File: src/rtl/sb_pkg.sv
// rtl/sb_pkg.sv - shared sideband constants and serializer state type
package sb_pkg;

    localparam int SB_WIDTH = 128;
    localparam int SB_GAP   = 32;

    typedef enum logic [1:0] {
        IDLE  = 2'd0,
        SHIFT = 2'd1,
        GAP   = 2'd2
    } sb_ser_state_t;

endpackage

File: src/rtl/sb_serializer.sv
// rtl/sb_serializer.sv - sideband LSB-first serializer; define SB_SER_GAP_EN for an idle gap between words
module sb_serializer
    import sb_pkg::*;
#(
    parameter int WIDTH   = SB_WIDTH,
    parameter int WIDTH_W = $clog2(WIDTH),
    parameter int GAP     = SB_GAP
) (
    input  logic             clk,
    input  logic             rst,
    input  logic [WIDTH-1:0] in_data,
    input  logic             in_valid,
    output logic             in_ready,
    output logic             out_data,
    output logic             out_clk_en,
    output logic             tx_done,
    output logic             busy
);

    localparam logic [WIDTH_W-1:0] LAST_BIT = WIDTH_W'(WIDTH - 1);

    if (WIDTH < 2 || GAP < 1) begin : g_bad_param
        $error("sb_serializer: WIDTH must be >= 2 and GAP >= 1");
    end

`ifdef SB_SER_GAP_EN
    localparam int             GAP_W    = (GAP > 1) ? $clog2(GAP) : 1;
    localparam logic [GAP_W-1:0] LAST_GAP = GAP_W'(GAP - 1);

    logic [GAP_W-1:0] gap_cnt_q, gap_cnt_d;
`endif

    sb_ser_state_t      state_q, state_d;
    logic [WIDTH-1:0]   shift_q, shift_d;
    logic [WIDTH_W-1:0] bit_cnt_q, bit_cnt_d;
    logic               out_data_q, out_clk_en_q, tx_done_q, busy_q;
    logic               last_bit;
    logic               accept;

    assign last_bit = (state_q == sb_pkg::SHIFT) && (bit_cnt_q == LAST_BIT);
    assign accept   = in_valid && in_ready;

    // Ready in IDLE; without the gap also during the final bit so words can chain
    always_comb begin
        in_ready = 1'b0;
`ifdef SB_SER_GAP_EN
        in_ready = (state_q == sb_pkg::IDLE);
`else
        in_ready = (state_q == sb_pkg::IDLE) || last_bit;
`endif
    end

    // Next-state logic for the FSM, shift register and counters
    always_comb begin
        state_d   = state_q;
        shift_d   = shift_q;
        bit_cnt_d = bit_cnt_q;
`ifdef SB_SER_GAP_EN
        gap_cnt_d = gap_cnt_q;
`endif
        case (state_q)
            sb_pkg::IDLE: begin
                if (accept) begin
                    state_d   = sb_pkg::SHIFT;
                    shift_d   = in_data;
                    bit_cnt_d = '0;
                end
            end
            sb_pkg::SHIFT: begin
                shift_d   = shift_q >> 1;
                bit_cnt_d = bit_cnt_q + 1'b1;
                if (bit_cnt_q == LAST_BIT) begin
                    bit_cnt_d = '0;
`ifdef SB_SER_GAP_EN
                    state_d   = sb_pkg::GAP;
                    gap_cnt_d = '0;
`else
                    if (accept) begin
                        shift_d = in_data;
                    end else begin
                        state_d = sb_pkg::IDLE;
                    end
`endif
                end
            end
            sb_pkg::GAP: begin
`ifdef SB_SER_GAP_EN
                if (gap_cnt_q == LAST_GAP) begin
                    state_d = sb_pkg::IDLE;
                end else begin
                    gap_cnt_d = gap_cnt_q + 1'b1;
                end
`else
                state_d = sb_pkg::IDLE;
`endif
            end
            default: state_d = sb_pkg::IDLE;
        endcase
    end

    // State registers; outputs are registered from next-state so the serial line never glitches
    always_ff @(posedge clk or posedge rst) begin
        if (rst) begin
            state_q      <= sb_pkg::IDLE;
            shift_q      <= '0;
            bit_cnt_q    <= '0;
`ifdef SB_SER_GAP_EN
            gap_cnt_q    <= '0;
`endif
            out_data_q   <= 1'b0;
            out_clk_en_q <= 1'b0;
            tx_done_q    <= 1'b0;
            busy_q       <= 1'b0;
        end else begin
            state_q      <= state_d;
            shift_q      <= shift_d;
            bit_cnt_q    <= bit_cnt_d;
`ifdef SB_SER_GAP_EN
            gap_cnt_q    <= gap_cnt_d;
`endif
            out_data_q   <= (state_d == sb_pkg::SHIFT) && shift_d[0];
            out_clk_en_q <= (state_d == sb_pkg::SHIFT);
            tx_done_q    <= (state_d == sb_pkg::SHIFT) && (bit_cnt_d == LAST_BIT);
            busy_q       <= (state_d != sb_pkg::IDLE);
        end
    end

    assign out_data   = out_data_q;
    assign out_clk_en = out_clk_en_q;
    assign tx_done    = tx_done_q;
    assign busy       = busy_q;

endmodule

File: config.mk
export PLATFORM = sky130hd
export DESIGN_NAME = sb_serializer
export DESIGN_NICKNAME = d
export VERILOG_FILES = /design/src/rtl/sb_pkg.sv /design/src/rtl/sb_serializer.sv
export SDC_FILE = /design/constraint.sdc
export NUM_CORES = 1
export LEC_CHECK = 0
export ABC_AREA = 1
export BUFFER_PORTS_ARGS = -buffer_cell sky130_fd_sc_hd__buf_2
export CORE_MARGIN = 10
export CORE_UTILIZATION = 55
export CTS_CLUSTER_DIAMETER = 30
export DETAILED_ROUTE_END_ITERATION = 6
export GPL_TIMING_DRIVEN = 0
export PLACE_DENSITY = 0.78
export SETUP_SLACK_MARGIN = 0.4
export SYNTH_ARGS = -nofsm -noshare
export SYNTH_HDL_FRONTEND = slang
export SYNTH_SLANG_ARGS = --single-unit
File: constraint.sdc
create_clock -name clk -period 5.7 [get_ports clk]
set_clock_uncertainty 0.15 [all_clocks]
set_input_delay 0.57 -clock clk [delete_from_list [all_inputs] [get_ports clk]]
set_output_delay 0.57 -clock clk [all_outputs]
set_load 0.1 [all_outputs]
==> results by group <==
Status
  – Status: complete, no violations

Yosys
  – Area share of the largest cell type after synthesis: just over 50%
  – Yosys reg bits: 141
  – Synth warn: 0
  – Mapped Area: 0.00684 sq mm
  – Predominant post-synthesis flop cell: dfrtp_1
  – Post-synth EDFFs: 0
  – Synth area leader: dfrtp_1
  – Cell count after synthesis: slightly above 900
  – Sequential area share after synthesis: 51.6%
  – Top post-synthesis cells by count: nand2_1, dfrtp_1, inv_1
  – Synthesized net count: 1038
  – Leading cell type by number of instances after synthesis: nand2_1
  – Synth unique cells: 24
  – Syn Area/Cell: approximately 7.5 sq um
  – Synth area leaders: dfrtp_1, a21oi_1, o21ai_1, nand2_1, inv_1
  – FFs w/ async S/R, synth: 100%

Timing
  – RSZ-0062 raised after global routing: no
  – Slew HR: between 50% and 60%
  – Final Slew Violations: 0
  – Slew @ Worst Pin: ~0.6 ns
  – Final hold violations: 0
  – Final Hold Slack: 0.0777 ns
  – Final Critical Period: ~2.8 ns
  – Final worst-path setup slack: about 2.9 ns
  – Fin crit share: 48.8%
  – Setup Viol. Count Final: 0
  – Fmax: 359 MHz

Global route
  – Initial antenna violation count: 2
  – First-pass GRT wire length: roughly 29 mm
  – Vias in the first global route: around 6400
  – Gr usage total: 19.8%
  – Overflow after GRT: 0
  – Largest net degree at the start of global routing: 80

CTS
  – Post-CTS resize count: 0
  – Clk buf depth: 2
  – Hold-fix buffer count after cts: 0
  – Number of H-tree levels: 4
  – Root buffer cell: clkbuf_16
  – Clock sink total: 141
  – Reg clk slew, reported paths: about 0.06 ns
  – CTS tree: built
  – Total CTS buffers: 17
  – Clock insertion delay at the later pin of the skew report: ~0.43 ns
  – Post-CTS Setup Inserts: 0

Min path
  – Hold crit path type: input pin to asynchronous set/reset pin

Power
  – Peak supply drop: ~0.23 mV
  – Pwr Total: between 2000 and 3000 uW
  – PwrDens: around 340 mW/mm^2
  – Pleak: approximately 0.0043 uW

Die
  – Core Footprint: between 0.01 and 0.015 sq mm
  – IO Pins: about 140
  – Initial Utilization: between 50% and 60%
  – Rows: 40
  – Die H: approximately 130 um
  – Die ar.: 0.0173 sq mm
  – Die width: around 130 um

Critical path
  – Required time worst endpoint: approximately 5 ns
  – CP Max Fanout: 4
  – Worst Setup End Kind: output pin
  – Setup CP Type: register to output pin
  – CP Launch Type: register
  – Arrival @ worst endpoint: roughly 2.1 ns

Route
  – Initial DRC Count: just under 600
  – Wire per inst: roughly 14 um
  – Antenna Nets Post-Route: 0
  – Via count: around 6100
  – Drt pass-1 iters: 5
  – Post-Route WL: around 17 mm
  – DRC viols: 0
  – Via-to-Cell Ratio: 4.94

Final layout
  – Final layout net count: about 1200
  – Area grow syn2layout: 22.4%
  – Final cell count without fillers: 1244
  – Share of cells above drive strength 1: between 10% and 20%

Placed design
  – Post-Place Cells: ~1200
  – Pre-CTS setup slack: between 3 and 4 ns
  – GP Congestion: about 0.84
  – PortBufs: 135
  – Placed wire-length estimate: between 10 and 15 mm

Job
  – Max-cap viol count: 0
[cell usage in the layout, fill, tap and decap left out, drive strengths merged, types with 7 or more instances in the layout]
cell and instances:
dfrtp 141, buf 155, nand3 7, nand2 153
clkbuf 53, inv 143, nor2 138, o21ai 129
a21oi 127
[area by class of cell]
cell class,instances,area [sq um]
fill,1039,3740
buffer,54,248
antenna,2,5.00
multi-input combinational,569,2530
sequential,141,3530
timing repair buffer,136,703
tap,168,210
clock buffer,18,439
clock inverter,14,169
inverter,142,538
[critical path, stage by stage, from the launching register on]
cell and delay, ns:
dfrtp_1 0.39, ha_1 0.23, nand2_1 0.09, nor2_1 0.13, nand2_1 0.13, a21oi_1 0.20
buf_2 0.46
[cell families (layout without fill, tap and decap cells)]
| kind of cell | after synthesis | after routing | synth area share (%) |
|---|---|---|---|
| buffers and inverters | 196 | 364 | 11.4 |
| adder cells (fa/ha/maj) | 1 | 1 | 0.183 |
| other | 1 | 3 | 0.0548 |
| AND/OR/NAND/NOR | 305 | 305 | 17.3 |
| AO/OA/AOI/OAI | 262 | 262 | 19.5 |
| flip-flops | 141 | 141 | 51.6 |
[final timing paths]
path | startpoint | endpoint | slack, ns | cells after the start
max | bit_cnt_q[1] | in_ready | 2.92 | 6
min | rst | shift_q[77] | 0.08 | 2
max reg2reg | bit_cnt_q[1] | shift_q[120] | 3.52 | 10
min reg2reg | shift_q[38] | shift_q[38] | 0.35 | 2
max in group asynchronous | rst | shift_q[15] | 4.55 | 3
min in group clk | in_data[36] | shift_q[36] | 0.25 | 3
[per-stage QoR]
step / util (%) / setup TNS [ns] / area [sq um]
2_1_floorplan: - / 0 / 6840
3_3_place_gp: 63.8 / -48.56 / 7720
3_5_place_dp: 64.0 / 0 / 7760
4_1_cts: 69.1 / 0 / 8360
5_1_grt: 69.1 / 0 / 8370
6_report: 69.1 / 0 / 8370
[sequential cells by signal, summed over array words and instances, names as in the netlist]
register and flops:
shift_q 128, out_data 1, tx_done 1, state_q 2, bit_cnt_q 7, busy 1, out_clk_en 1
[power by group]
group | switching (uW) | internal [uW]
Sequential | 92.6 | 1170
Clock | 438 | 698
Combinational | 282 | 176
[metal layers]
metal	vias to the layer above	wire (um)	GRT usage [%]
met1	2802	7510	24.4
met5	-	0	0
li1	3153	-	-
met2	158	8070	32.3
met4	0	396	7.11
met3	31	869	5.75
(Power assumes the default switching activity.)
